**src/rtl/score_pkg.sv**
```systemverilog
// Shared types and default timing for the score input conditioner.
package score_pkg;

   typedef enum logic [1:0] {
      IDLE,
      ARMING,
      FIRED
   } hold_state_t;

   localparam int unsigned DEF_DEBOUNCE_CYCLES = 4;
   localparam int unsigned DEF_HOLD_CYCLES     = 16;
   localparam int unsigned DEF_REPEAT_DELAY    = 8;
   localparam int unsigned DEF_REPEAT_PERIOD   = 4;

endpackage

```
**src/rtl/button_debouncer.sv**
```systemverilog
// Two-flop synchroniser, stable-count debouncer and registered rising-edge strobe.
module button_debouncer
   import score_pkg::*;
#(
   parameter int unsigned DEBOUNCE_CYCLES = DEF_DEBOUNCE_CYCLES
) (
   input  logic clk,
   input  logic rst_n,
   input  logic btn,
   output logic level,
   output logic rise
);

   localparam int unsigned CW = $clog2(DEBOUNCE_CYCLES + 1);

   logic [1:0]    sync;
   logic [CW-1:0] cnt;

   // rise is raised on the same edge the level flips high
   always_ff @(posedge clk or negedge rst_n) begin
      if (!rst_n) begin
         sync  <= '0;
         cnt   <= '0;
         level <= 1'b0;
         rise  <= 1'b0;
      end else begin
         sync <= {sync[0], btn};
         rise <= 1'b0;
         if (sync[1] == level) begin
            cnt <= '0;
         end else if (cnt == CW'(DEBOUNCE_CYCLES - 1)) begin
            cnt   <= '0;
            level <= ~level;
            rise  <= ~level;
         end else begin
            cnt <= cnt + 1'b1;
         end
      end
   end

endmodule

```
**src/rtl/score_input_conditioner.sv**
```systemverilog
// Button front-end for the score counter. Define SCORE_AUTOREPEAT_EN to enable
// auto-repeat of held increment buttons.
module score_input_conditioner
   import score_pkg::*;
#(
   parameter int unsigned DEBOUNCE_CYCLES = DEF_DEBOUNCE_CYCLES,
   parameter int unsigned HOLD_CYCLES     = DEF_HOLD_CYCLES,
   parameter int unsigned REPEAT_DELAY    = DEF_REPEAT_DELAY,
   parameter int unsigned REPEAT_PERIOD   = DEF_REPEAT_PERIOD
) (
   input  logic clk,
   input  logic rst_n,
   input  logic btn_inc1,
   input  logic btn_inc10,
   input  logic btn_reset,
   output logic inc1_pulse,
   output logic inc10_pulse,
   output logic reset_ready,
   output logic reset_arming
);

   localparam int unsigned HW = $clog2(HOLD_CYCLES + 1);

   if (DEBOUNCE_CYCLES < 1 || HOLD_CYCLES < 1 || REPEAT_DELAY < 1 || REPEAT_PERIOD < 1) begin : g_param_check
      $error("score_input_conditioner: cycle-count parameters must be >= 1");
   end

   // bit 0: inc1, bit 1: inc10, bit 2: reset
   logic [2:0] lvl;
   logic [2:0] rise;
   logic [1:0] ev;
   logic       pending;

   hold_state_t   state, state_nx;
   logic [HW-1:0] hold_cnt, hold_cnt_nx;

   button_debouncer #(.DEBOUNCE_CYCLES(DEBOUNCE_CYCLES)) u_inc1 (
      .clk(clk), .rst_n(rst_n), .btn(btn_inc1), .level(lvl[0]), .rise(rise[0])
   );
   button_debouncer #(.DEBOUNCE_CYCLES(DEBOUNCE_CYCLES)) u_inc10 (
      .clk(clk), .rst_n(rst_n), .btn(btn_inc10), .level(lvl[1]), .rise(rise[1])
   );
   button_debouncer #(.DEBOUNCE_CYCLES(DEBOUNCE_CYCLES)) u_reset (
      .clk(clk), .rst_n(rst_n), .btn(btn_reset), .level(lvl[2]), .rise(rise[2])
   );

`ifdef SCORE_AUTOREPEAT_EN
   localparam int unsigned RMAX = (REPEAT_DELAY > REPEAT_PERIOD) ? REPEAT_DELAY : REPEAT_PERIOD;
   localparam int unsigned RW   = $clog2(RMAX + 1);

   logic [1:0][RW-1:0] rep_cnt;
   logic [1:0]         rep_first;
   logic [1:0]         rep_ev;

   // rep_cnt counts cycles since the debounced rise, then since the last repeat
   always_comb begin
      rep_ev = '0;
      for (int unsigned i = 0; i < 2; i++) begin
         rep_ev[i] = lvl[i] && (rep_cnt[i] == (rep_first[i] ? RW'(REPEAT_DELAY) : RW'(REPEAT_PERIOD)));
      end
   end

   always_ff @(posedge clk or negedge rst_n) begin
      if (!rst_n) begin
         rep_cnt   <= '0;
         rep_first <= '1;
      end else begin
         for (int unsigned i = 0; i < 2; i++) begin
            if (!lvl[i]) begin
               rep_cnt[i]   <= '0;
               rep_first[i] <= 1'b1;
            end else if (rep_ev[i]) begin
               rep_cnt[i]   <= RW'(1);
               rep_first[i] <= 1'b0;
            end else begin
               rep_cnt[i] <= rep_cnt[i] + 1'b1;
            end
         end
      end
   end

   assign ev = rise[1:0] | rep_ev;
`else
   assign ev = rise[1:0];
`endif

   // inc10 wins a collision; inc1 is deferred one cycle via pending
   always_ff @(posedge clk or negedge rst_n) begin
      if (!rst_n) begin
         inc1_pulse  <= 1'b0;
         inc10_pulse <= 1'b0;
         pending     <= 1'b0;
      end else if (state != IDLE) begin
         inc1_pulse  <= 1'b0;
         inc10_pulse <= 1'b0;
         pending     <= 1'b0;
      end else begin
         inc10_pulse <= ev[1];
         inc1_pulse  <= !ev[1] && (ev[0] || pending);
         pending     <= ev[1] && (ev[0] || pending);
      end
   end

   always_ff @(posedge clk or negedge rst_n) begin
      if (!rst_n) begin
         state    <= IDLE;
         hold_cnt <= '0;
      end else begin
         state    <= state_nx;
         hold_cnt <= hold_cnt_nx;
      end
   end

   always_comb begin
      state_nx    = state;
      hold_cnt_nx = hold_cnt;
      reset_ready = 1'b0;
      case (state)
         IDLE: begin
            hold_cnt_nx = '0;
            if (rise[2]) state_nx = ARMING;
         end
         ARMING: begin
            if (!lvl[2]) begin
               state_nx = IDLE;
            end else if (hold_cnt == HW'(HOLD_CYCLES - 1)) begin
               state_nx    = FIRED;
               reset_ready = 1'b1;
            end else begin
               hold_cnt_nx = hold_cnt + 1'b1;
            end
         end
         FIRED: begin
            if (!lvl[2]) state_nx = IDLE;
         end
         default: state_nx = IDLE;
      endcase
      // the LED lights on the debounced press itself, before the FSM registers it
      reset_arming = (state != IDLE) || rise[2];
   end

endmodule

```
**config.mk**
```make
export PLATFORM = sky130hd
export DESIGN_NAME = score_input_conditioner
export DESIGN_NICKNAME = d
export VERILOG_FILES = /design/src/rtl/score_pkg.sv /design/src/rtl/button_debouncer.sv /design/src/rtl/score_input_conditioner.sv
export SDC_FILE = /design/constraint.sdc
export NUM_CORES = 1
export LEC_CHECK = 0
export BUFFER_PORTS_ARGS = -buffer_cell sky130_fd_sc_hd__buf_2
export CAP_MARGIN = 20
export CORE_UTILIZATION = 57
export DETAILED_ROUTE_END_ITERATION = 10
export PLACE_DENSITY = 0.79
export SYNTH_ARGS = -nofsm -noshare
export SYNTH_HDL_FRONTEND = slang
export SYNTH_SLANG_ARGS = --single-unit
```
**constraint.sdc**
```tcl
create_clock -name clk -period 2.15 [get_ports clk]
set_input_delay 0.3225 -clock clk [delete_from_list [all_inputs] [get_ports clk]]
set_output_delay 0.3225 -clock clk [all_outputs]
set_load 0.03 [all_outputs]
```
======== Word-level counts from Yosys, hierarchy flattened ========
Cells that the tools add are included.
word-level totals
  input port bits ......................... 5
  bits in registers ....................... 31
  logic and storage cells ................. 80
  output and inout port bits .............. 4
operators by class
  multiplexer cells ....................... 26
  equality and inequality tests ........... 14
  $add $sub $neg .......................... 4
  reductions and logical operators ........ 13
  bitwise gates (word level) .............. 6
operators by type and width
  operator             count
  $mux 3               6
  $mux 1               12
  $mux 5               2
  $pmux 5 s2           1
  $add 3x1->3 const B  3
  $eq 3x2->1 const B   3
  $mux 2               4
  $not 1->1            6
  $pmux 2 s3           1
  $reduce_and 2->1     3
  $reduce_and 3->1     2
  $add 5x1->5 const B  1
  $eq 5x4->1 const B   1
  $ne 2x1->1 const B   2
  $ne 2x2->1 const B   2
  $reduce_bool 2->1    2
  $eq 1x1->1           3
  $ne 3x3->1 const B   1
  $eq 2x1->1 const B   1
  $eq 2x2->1 const B   1
  $logic_and 1x1->1    2
  $logic_not 2->1      1
  $logic_or 1x1->1     2
  $logic_not 1->1      1

======== Logic depth before layout (Yosys ltp) ========
Gate-level depths: netlist of the first run.
  depth in word-level cells ............... 4
  gate-level depth with buffers ........... 6

======== Modules after synthesis ========
From an unflattened synthesis of the first run, not the netlist that was laid out.
second synthesis, totals
  cell total of the unflattened synthesis .. 94
  area, all modules ....................... 1283.7 um^2
modules (own cells, without submodules)
  module                   area each (um^2)  instances  cells each  seq. area each (um^2)
  button_debouncer         256.5             3          15          175.2
  score_input_conditioner  514.2             1          49          250.2

======== Worst setup path before layout of the first run ========
No wires, ideal clock.
  kind .................................... register to register
  from .................................... reg hold_cnt[0]
  to ...................................... reg hold_cnt[2]
  stages on the path, launching flop included .. 7
  buffers on the path ..................... 0
  arrival ................................. 1.565 ns
  library setup time ...................... 0.121 ns
  period minus slack after synthesis ...... 1.686 ns
  data required time ...................... 2.029 ns
  path slack .............................. 0.464 ns
  path through ............................ dfrtp_1 ha_1 and3_1 ha_1 nand3b_1 mux2_1 a22o_1
on the way
  word-level cells in the longest chain between the ends .. 4
ends and longest elaborated chain
  item                    RTL line                        source
  start, declared         score_input_conditioner.sv:35   logic [HW-1:0] hold_cnt, hold_cnt_nx;
  start signal, assigned  score_input_conditioner.sv:110  hold_cnt <= hold_cnt_nx;
  $add 5x1->5             score_input_conditioner.sv:130  hold_cnt_nx = hold_cnt + 1'b1;
  $mux 5                  score_input_conditioner.sv:126  end else if (hold_cnt == HW'(HOLD_CYCLES - 1)) begin
  $mux 5                  score_input_conditioner.sv:124  if (!lvl[2]) begin
  $pmux 5 s2              score_input_conditioner.sv:118  case (state)
Several ways; a longest one is shown, not always the timed one. The select of a mux whose other input is x is not followed.
A chain may end at the register's enable or synchronous reset.

======== Worst setup path after layout of the first run ========
  from .................................... reg hold_cnt[0]
  to ...................................... out reset_ready
on the way
  word-level cells in the longest chain between the ends .. 4
ends and longest elaborated chain
  item           RTL line                        source
  $eq 5x4->1     score_input_conditioner.sv:126
  $mux 1         score_input_conditioner.sv:126
  $mux 1         score_input_conditioner.sv:124
  $mux 1         score_input_conditioner.sv:118
  end, declared  score_input_conditioner.sv:18   output logic reset_ready,
Every way passes these cells.

==> results.py, run 1 <==
metrics = {
    "sta": {
        "fin_crit_sh_pct": 92.79,
        "post-route-min-period_ns": 1.995,
        "maxSlewViolCount": 0,
        "rsz0062_at_grt": "no",
        "relSlewSlack_pct": 57.66,
        "max_clock_freq_ghz": 0.5013,
        "hold_viol": 0,
        "fin_tns_setup_ns": 0,
        "finClkSkew_ns": 0.004368,
        "setup-violations-final": 0,
        "worst_pin_slew_ns": 0.6351,
    },
    "final_layout": {
        "fillers": 152,
        "drive_gt1_share_pct": 13.89,
        "fin_nets": 117,
        "multi_input_area_sq_um": 445.4,
        "antenna_cells": 0,
        "final_util_pct": 67.56,
        "postLayoutCellArea_sq_um": 1353,
        "area_growth_pct": 8.317,
        "final-seq-area_sq_um": 775.7,
    },
    "job": {
        "drv_cap": 0,
    },
    "detailed_routing": {
        "avgViaCountPerCell": 5.385,
        "avgRoutedWirePerCell_um": 12.13,
        "drt-total-wl_mm": 1.637,
        "ant_nets": 0,
        "drt_first_pass_iters": 4,
        "route.detailed.drc": 0,
        "dr.first_iter.drc_count": 7,
        "vias": 727,
    },
    "placement": {
        "gp_congestion": 0.8219,
        "dp_hpwl_mm": 1.112,
        "io_buffers": 8,
        "placed_cell_area_sq_um": 1303,
    },
    "cts": {
        "cts_hold_buf": 0,
        "root_buffer": "clkbuf_4",
        "numCtsBuffers": 5,
        "cts.sinks": 31,
        "clock_latency_ns": 0.33,
        "clk_path_buf_depth": 2,
        "cts_tree": "built",
        "path_clk_slew_ns": 0.09,
        "cts.repair_timing.setup_buffer_count": 0,
        "htreeDepth": 2,
        "cts_resized": 0,
    },
    "yosys": {
        "synthesis.nets": 105,
        "syn-cell-area_sq_um": 1249,
        "syn_area_per_cell_sq_um": 13.14,
        "yosys-top-cells-count": "dfrtp_1 (31), nor2b_1 (8), ha_1 (5)",
        "synth-seq-cells": 31,
        "yosysMostFrequentCell": "dfrtp_1",
        "synth_area_leader_cell": "dfrtp_1",
        "synth_cell_type_count": 27,
        "synth-edff-count": 0,
        "async_flop_share_pct": 100.0,
        "postSynthCellCount": 95,
        "ys.flop_type": "dfrtp_1",
        "synth_area_leaders": "dfrtp_1 (62%), ha_1 (5.0%), nor2b_1 (4.0%)",
        "synth_top_area_share_pct": 62.12,
        "yosys_warnings": 0,
        "seq_area_frac_synth_pct": 62.12,
    },
    "global_route": {
        "grt_overflow_total": 0,
        "antenna_found_initial": 0,
        "grt_pass1_vias": 722,
        "grt_pass1_wl_mm": 2.911,
        "grtUsageTotal_pct": 17.20,
        "grt_max_degree": 32,
    },
    "setup_path": {
        "critical_path_required_ns": 1.83,
        "critPathKind": "register to output port",
        "critPathLaunchType": "register",
        "path_max_fanout": 6,
        "critPathArrivalTime_ns": 1.67,
        "crit_chain": "ha_1 > and3_1 > ha_1 > and3_1 > buf_2",
        "critical_path.max_stage_delay_ns": 0.42,
        "endpoint_kind": "output port",
        "critPathSlowestCell": "dfrtp_1",
    },
    "pwr": {
        "ir_drop_mv": 0.6767,
        "leakage_nw": 0.6925,
        "p_per_area_nw_per_um2": 953.2,
    },
    "run_status": {
        "status": "finished, final reports clean",
    },
    "die": {
        "die_area_sq_um": 2382,
        "rows": 16,
        "coreArea_sq_um": 2002,
        "die-height_um": 48.81,
        "fp.dieW_um": 48.81,
        "ios": 9,
        "initial_core_util_pct": 62.38,
    },
    "worst_hold_path": {
        "hp-class": "input pin to async pin",
    },
}
## where the power goes
part / internal, mW / leakage, nW / switching [mW] / total, mW
Sequential: 0.673 / 0.406 / 0.0742 / 0.747
Clock: 0.127 / 0.0293 / 0.185 / 0.312
Combinational: 0.116 / 0.257 / 0.114 / 0.230
Total: 0.916 / 0.692 / 0.373 / 1.29
## through the flow
step | hold WS, ns | setup slack, ns | power (mW) | cells
after detailed placement | 0.3365 | 0.3638 | 0.9916 | 127
final | 0.008570 | 0.1551 | 1.289 | 135
after global placement | 0.3318 | 0.4188 | 0.9770 | 127
after CTS | 0.02462 | 0.1414 | 1.307 | 135
after floorplan | 0.02691 | 0.4644 | 0.9405 | 95
after global routing | 0.05924 | 0.07543 | 1.377 | 135
## layout by cell type (no fill, tap or decap), types with 3 or more instances in the layout
master and instances:
ha_1 5, dfrtp_1 31, nor2_1 4, xnor2_1 3, nor3_1 4, and3_1 3
clkbuf_4 5, nor3b_1 4, nor2b_1 8, and3b_1 4, buf_2 8, mux2_1 4
## final cells by class
type,count,share of cell area [%]
flip-flops and latches,31,57.35
multi-input cells,59,32.93
clock buffers,7,3.330
repair buffers,8,2.960
well taps,27,2.498
inverters,2,0.5550
clock inverters,1,0.3700
## path summary, 6_finish.rpt
| check | start | cells after the start | slack (ns) | end |
|---|---|---|---|---|
| max in group asynchronous | rst_n | 1 | 1.73 | u_inc1.level$_DFFE_PN0P_ |
| setup / recovery | hold_cnt[0]$_DFFE_PN0P_ | 5 | 0.16 | reset_ready |
| hold / removal | rst_n | 1 | 0.009 | u_reset.rise$_DFF_PN0_ |
| hold reg to reg | u_inc10.sync[0]$_DFF_PN0_ | 0 | 0.35 | u_inc10.sync[1]$_DFF_PN0_ |
| min in group clk | btn_reset | 1 | 0.09 | u_reset.sync[0]$_DFF_PN0_ |
| setup reg to reg | hold_cnt[0]$_DFFE_PN0P_ | 6 | 0.35 | hold_cnt[2]$_DFFE_PN0P_ |
## worst max-delay path: cells and delay by family (launching register included)
family / cells / cell delay [ns]
buffers and inverters: 1 / 0.17
DFF: 1 / 0.42
and+or+nand+nor: 2 / 0.32
adders and majority gates: 2 / 0.44
## sequential cells by signal (all words and copies together) (netlist names)
signal	cells
u_reset.level	1
u_reset.cnt	3
u_inc1.rise	1
inc10_pulse	1
inc1_pulse	1
u_inc1.cnt	3
u_reset.rise	1
u_inc10.level	1
hold_cnt	5
u_reset.sync	2
u_inc10.cnt	3
state	2
u_inc1.level	1
pending	1
u_inc1.sync	2
u_inc10.rise	1
u_inc10.sync	2
## metal layers
| metal | up-vias | wire [um] | GRT usage (%) |
|---|---|---|---|
| li1 | 355 | - | - |
| met3 | 5 | 84 | 8.411 |
| met1 | 354 | 795 | 19.10 |
| met5 | - | 0 | 0 |
| met4 | 0 | 47 | 10.29 |
| met2 | 13 | 709 | 26.62 |
## cell families (layout without fill, tap and decap cells)
kind of cell,Yosys count,in the layout,synth area share (%)
AOI/OAI and AO/OA,8,8,4.810
xor gates and xnor gates,3,3,2.105
adders and majority gates,5,5,5.010
buffers and inverters,5,18,2.204
DFF,31,31,62.12
muxes,4,4,3.607
and+or+nand+nor,39,39,20.14
Note: power is estimated with default switching activity, not from simulation.
==> run 2, diff against run 1 <==
- ABC_AREA: unset -> 1
- CORE_MARGIN: unset -> 3
==> run 2 against run 1 <==
Fmax decreased by 1.9%. Combinational power increased by 3%. Synthesized area decreased by 0.20%. Die area increased by 17%. Clock skew increased by 0.0032 ns. Design area increased by 4.2%. Power increased by 11%. Clock-buffer cell count decreased by 1. Critical path type unchanged.
==> results.py, run 2 <==
metrics = {
    "final_layout": {
        "area_growth_pct": 13.05,
        "stdcell_count": 170,
        "final_cell_mix": "nand2_1 (32), dfrtp_1 (31), inv_1 (19)",
        "drive_gt1_share_pct": 16.08,
        "final_util_pct": 69.68,
        "final_common_cell": "nand2_1",
        "top_register": "hold_cnt",
        "largest_reg_flops": 5,
        "antenna_cells": 0,
        "fin_nets": 152,
    },
    "global_route": {
        "grtUsageTotal_pct": 16.68,
        "antenna_found_initial": 0,
        "grt_overflow_total": 0,
        "grt_max_degree": 32,
        "grt_pass1_vias": 777,
        "grt_pass1_wl_mm": 3.215,
    },
    "yosys": {
        "synthesis.nets": 137,
        "syn-cell-area_sq_um": 1246,
        "synth_area_leaders": "dfrtp_1 (62%), nand2_1 (9.6%), inv_1 (5.7%)",
        "postSynthCellCount": 127,
        "synth-seq-cells": 31,
        "synth_area_leader_cell": "dfrtp_1",
        "yosys_warnings": 0,
        "syn_area_per_cell_sq_um": 9.813,
        "synth_cell_type_count": 18,
        "synth_top_area_share_pct": 62.25,
        "synth-edff-count": 0,
        "yosysMostFrequentCell": "nand2_1",
        "ys.flop_type": "dfrtp_1",
        "yosys-top-cells-count": "nand2_1 (32), dfrtp_1 (31), inv_1 (19)",
        "async_flop_share_pct": 100.0,
        "seq_area_frac_synth_pct": 62.25,
    },
    "setup_path": {
        "critical_path_required_ns": 1.83,
        "endpoint_kind": "output port",
        "r2r_slack_ns": 0.68,
        "critPathLaunchType": "register",
        "path_max_fanout": 4,
        "critPathArrivalTime_ns": 1.71,
        "critPathKind": "register to output port",
    },
    "die": {
        "rows": 16,
        "die-height_um": 52.76,
        "die_area_sq_um": 2783,
        "ios": 9,
        "fp.dieW_um": 52.76,
        "initial_core_util_pct": 61.63,
        "coreArea_sq_um": 2022,
    },
    "cts": {
        "cts_tree": "built",
        "clock_latency_ns": 0.31,
        "clk_path_buf_depth": 2,
        "numCtsBuffers": 5,
        "cts.sinks": 31,
        "cts_hold_buf": 0,
        "root_buffer": "clkbuf_4",
        "path_clk_slew_ns": 0.09,
        "htreeDepth": 2,
    },
    "job": {
        "drv_cap": 0,
    },
    "sta": {
        "post-route-min-period_ns": 2.035,
        "fin_tns_setup_ns": 0,
        "worst_pin_slew_ns": 0.6524,
        "relSlewSlack_pct": 56.51,
        "rsz0062_at_grt": "no",
        "fin_crit_sh_pct": 94.63,
        "setup-violations-final": 0,
        "maxSlewViolCount": 0,
        "hold_viol": 0,
        "finClkSkew_ns": 0.007566,
        "max_clock_freq_ghz": 0.4915,
    },
    "detailed_routing": {
        "vias": 830,
        "drt-total-wl_mm": 1.820,
        "route.detailed.drc": 0,
        "drt_first_pass_iters": 4,
        "avgViaCountPerCell": 4.882,
        "dr.first_iter.drc_count": 6,
        "ant_nets": 0,
        "avgRoutedWirePerCell_um": 10.71,
    },
    "pwr": {
        "leakage_nw": 0.7372,
        "ir_drop_mv": 0.8082,
        "p_per_area_nw_per_um2": 1015,
    },
    "worst_hold_path": {
        "hp-class": "input pin to async pin",
    },
    "placement": {
        "dp_hpwl_mm": 1.347,
        "gp_congestion": 0.7974,
        "io_buffers": 8,
        "place_inst": 161,
    },
    "run_status": {
        "status": "finished, final reports clean",
    },
}
## run 2: timing repair
item	CTS	global route
setup endpoints to repair	0	1
gates resized for setup	0	1
setup buffers	0	1
## run 2: final timing paths
| path | cells past startpoint | end | startpoint |
|---|---|---|---|
| hold reg to reg | 0 | u_inc1.sync[1]$_DFF_PN0_ | u_inc1.sync[0]$_DFF_PN0_ |
| setup reg to reg | 9 | hold_cnt[2]$_DFFE_PN0P_ | hold_cnt[0]$_DFFE_PN0P_ |
| min in group clk | 1 | u_inc10.sync[0]$_DFF_PN0_ | btn_inc10 |
| setup / recovery | 7 | reset_ready | hold_cnt[0]$_DFFE_PN0P_ |
| hold / removal | 1 | u_inc1.level$_DFFE_PN0P_ | rst_n |
| max in group asynchronous | 1 | u_inc10.cnt[2]$_DFF_PN0_ | rst_n |
## run 2: critical path, cell delays in order (launching register included)
cell,delay (ns)
dfrtp_1,0.41
ha_1,0.20
nand2_1,0.07
nor2_1,0.10
ha_2,0.23
inv_1,0.08
nor2_1,0.10
buf_2,0.20
## run 2: logic make-up (layout without fill, tap and decap cells)
family          Yosys count  in the layout  share of synthesized area (%)
xor+xnor                  3              3                          2.109
simple gates             61             61                          21.49
buf+inv                  21             37                          6.627
fa+ha+maj                 5              5                          5.020
compound gates            6              6                          2.510
flops                    31             31                          62.25
## run 2: metal layers
| layer | share of wire (%) | wire length (um) | up-vias | global-route usage [%] |
|---|---|---|---|---|
| met5 | 0 | 0 | - | 0 |
| met4 | 0 | 0 | 0 | 5.106 |
| met3 | 4.9 | 89 | 0 | 7.692 |
| met2 | 50 | 903 | 15 | 27.07 |
| met1 | 45 | 827 | 388 | 19.59 |
| li1 | - | - | 427 | - |
## run 2: stage by stage
| step | power [mW] | worst slack (ns) | hold slack, ns | cell area, sq um |
|---|---|---|---|---|
| final | 1.430 | 0.1155 | 0.02413 | 1409 |
| after detailed placement | 0.9836 | 0.4300 | 0.3362 | 1313 |
| after global placement | 0.9588 | 0.5076 | 0.3312 | 1313 |
| after floorplan | 0.9239 | 0.3966 | 0.02691 | 1246 |
| after CTS | 1.448 | 0.05722 | 0.03390 | 1399 |
| after global routing | 1.525 | 0.007183 | 0.05544 | 1409 |
## run 2: power breakdown
group	switching, mW	internal (mW)
clock network	0.184	0.275
logic	0.142	0.0969
registers	0.0634	0.669
total	0.389	1.04
## run 2: layout make-up
| cell class | instances | area [sq um] |
|---|---|---|
| clock buffer | 6 | 51.30 |
| sequential | 31 | 775.7 |
| timing repair buffer | 9 | 47.55 |
| clock inverter | 2 | 35.03 |
| multi-input combinational | 75 | 390.4 |
| tap | 27 | 33.78 |
| fill | 154 | 613.1 |
| inverter | 20 | 75.07 |
==> run 3, diff against run 2 <==
- CORE_UTILIZATION: 57 -> 61
- CTS_BUF_LIST: unset -> sky130_fd_sc_hd__clkbuf_4 sky130_fd_sc_hd__clkbuf_8
- PLACE_DENSITY: 0.79 -> 0.84
==> run 3 against run 2 <==
The run now ends with negative hold slack left. First-iteration DRC count grew to 2.5 times the previous value. Sequential cell count is the same. Register-to-register slack lost 0.02 ns. Clock power shrank 15%. Design area shrank 0.44%. Via count is the same. Utilization grew 7.4 points. Critical path type unchanged. Largest cell class unchanged.
==> results.py, run 3 (synthesized netlist as in run 2, its figures left out) <==
metrics = {
    "global_route": {
        "grt_max_degree": 32,
        "grtUsageTotal_pct": 18.79,
        "grt_overflow_total": 0,
        "antenna_found_initial": 0,
        "grt_pass1_vias": 846,
        "grt_pass1_wl_mm": 3.436,
    },
    "cts": {
        "root_buffer": "clkbuf_4",
        "cts.sinks": 31,
        "path_clk_slew_ns": 0.10,
        "clk_path_buf_depth": 2,
        "clock_latency_ns": 0.33,
        "numCtsBuffers": 5,
        "cts_tree": "built",
        "htreeDepth": 2,
        "cts_hold_buf": 0,
    },
    "pwr": {
        "leakage_nw": 0.7363,
        "p_per_area_nw_per_um2": 969.7,
        "ir_drop_mv": 0.5705,
        "finalPower_mw": 1.360,
    },
    "sta": {
        "hold_viol": 1,
        "fin_hold_ws_ns": -0.00002170,
        "worst_pin_slew_ns": 0.6402,
        "relSlewSlack_pct": 57.32,
        "maxSlewViolCount": 0,
        "finClkSkew_ns": 0.01371,
        "max_clock_freq_ghz": 0.4949,
        "fin_crit_sh_pct": 93.99,
        "post-route-min-period_ns": 2.021,
        "setup-violations-final": 0,
    },
    "die": {
        "initial_core_util_pct": 68.45,
        "die-height_um": 51.20,
        "coreArea_sq_um": 1821,
        "rows": 15,
        "die_area_sq_um": 2621,
        "ios": 9,
        "fp.dieW_um": 51.20,
    },
    "final_layout": {
        "fin_nets": 153,
        "final_util_pct": 77.04,
        "fillers": 129,
        "final_common_cell": "nand2_1",
        "area_growth_pct": 12.55,
        "antenna_cells": 0,
        "largest_reg_flops": 5,
        "top_register": "hold_cnt",
        "drive_gt1_share_pct": 16.67,
        "final_cell_mix": "nand2_1 (32), dfrtp_1 (31), inv_1 (19)",
    },
    "setup_path": {
        "endpoint_kind": "output port",
        "critPathArrivalTime_ns": 1.70,
        "critPathKind": "register to output port",
        "path_max_fanout": 4,
        "critPathLaunchType": "register",
        "critical_path_required_ns": 1.83,
    },
    "placement": {
        "io_buffers": 8,
        "gp_congestion": 0.7857,
        "dp_hpwl_mm": 1.381,
    },
    "worst_hold_path": {
        "hp-class": "input pin to async pin",
    },
    "detailed_routing": {
        "ant_nets": 0,
        "drt-total-wl_mm": 1.933,
        "route.detailed.drc": 0,
        "vias": 830,
        "drt_first_pass_iters": 4,
        "dr.first_iter.drc_count": 15,
        "avgRoutedWirePerCell_um": 11.44,
        "avgViaCountPerCell": 4.911,
    },
    "run_status": {
        "status": "finished, violations left",
        "violations": "negative hold slack",
    },
    "job": {
        "drv_cap": 0,
    },
}
[run 3: cell count changes in the layout (fill, tap and decap cells not counted)]
cell / delta
buf_2: -1
buf_4: +2
bufinv_16: -1
clkbuf_4: +1
clkbuf_8: +1
clkinv_2: -1
[run 3: layout make-up]
cell class | count | area [sq um] | share of cell area (%)
timing repair buffer | 10 | 57.56 | 4.103
inverter | 20 | 75.07 | 5.352
multi-input combinational | 75 | 390.4 | 27.83
tap | 25 | 31.28 | 2.230
sequential | 31 | 775.7 | 55.31
clock buffer | 8 | 72.57 | 5.174
[run 3: power breakdown]
group          internal, mW  leakage (nW)  total (mW)  switching, mW
clock                 0.205        0.0420       0.390          0.185
combinational        0.0961         0.286       0.236          0.140
sequential            0.670         0.408       0.733         0.0639
total                 0.970         0.736        1.36          0.390
[run 3: final timing paths]
kind	startpoint	endpoint	slack [ns]	cells past startpoint
max	hold_cnt[0]$_DFFE_PN0P_	reset_ready	0.13	7
min	rst_n	state[1]$_DFFE_PN0P_	-0.00002	1
max reg2reg	hold_cnt[0]$_DFFE_PN0P_	hold_cnt[2]$_DFFE_PN0P_	0.66	9
min reg2reg	u_reset.sync[0]$_DFF_PN0_	u_reset.sync[1]$_DFF_PN0_	0.35	0
max in group asynchronous	rst_n	hold_cnt[3]$_DFFE_PN0P_	1.72	1
min in group clk	btn_inc10	u_inc10.sync[0]$_DFF_PN0_	0.10	1
[run 3: what timing repair did]
action                                  CTS  global route
hold endpoints to repair                  0             0
endpoints found under the setup margin    0             1
buffers inserted                          0             2
gates resized for setup                   0             3
[run 3: metrics by stage]
stage | setup TNS [ns] | setup WS (ns) | area, sq um | instances
floorplan | 0 | 0.3966 | 1246 | 127
global placement | 0 | 0.5051 | 1310 | 159
detailed placement | 0 | 0.4051 | 1310 | 159
CTS | 0 | 0.03861 | 1383 | 167
global route | -0.01654 | -0.01654 | 1403 | 169
finish | 0 | 0.1292 | 1403 | 169
[run 3: routing by layer]
metal	global-route usage (%)	routed length (um)	vias up
met1	21.30	828	381
met4	11.21	47	0
met5	0	0	-
met2	29.40	932	17
met3	7.872	124	5
li1	-	-	427
[run 3: worst max-delay path, cell delays in order (launching register included)]
cell and delay [ns]:
dfrtp_1 0.40, ha_1 0.18, nand2_1 0.07, nor2_1 0.11
ha_2 0.24, inv_1 0.09, nor2_1 0.11, buf_4 0.17
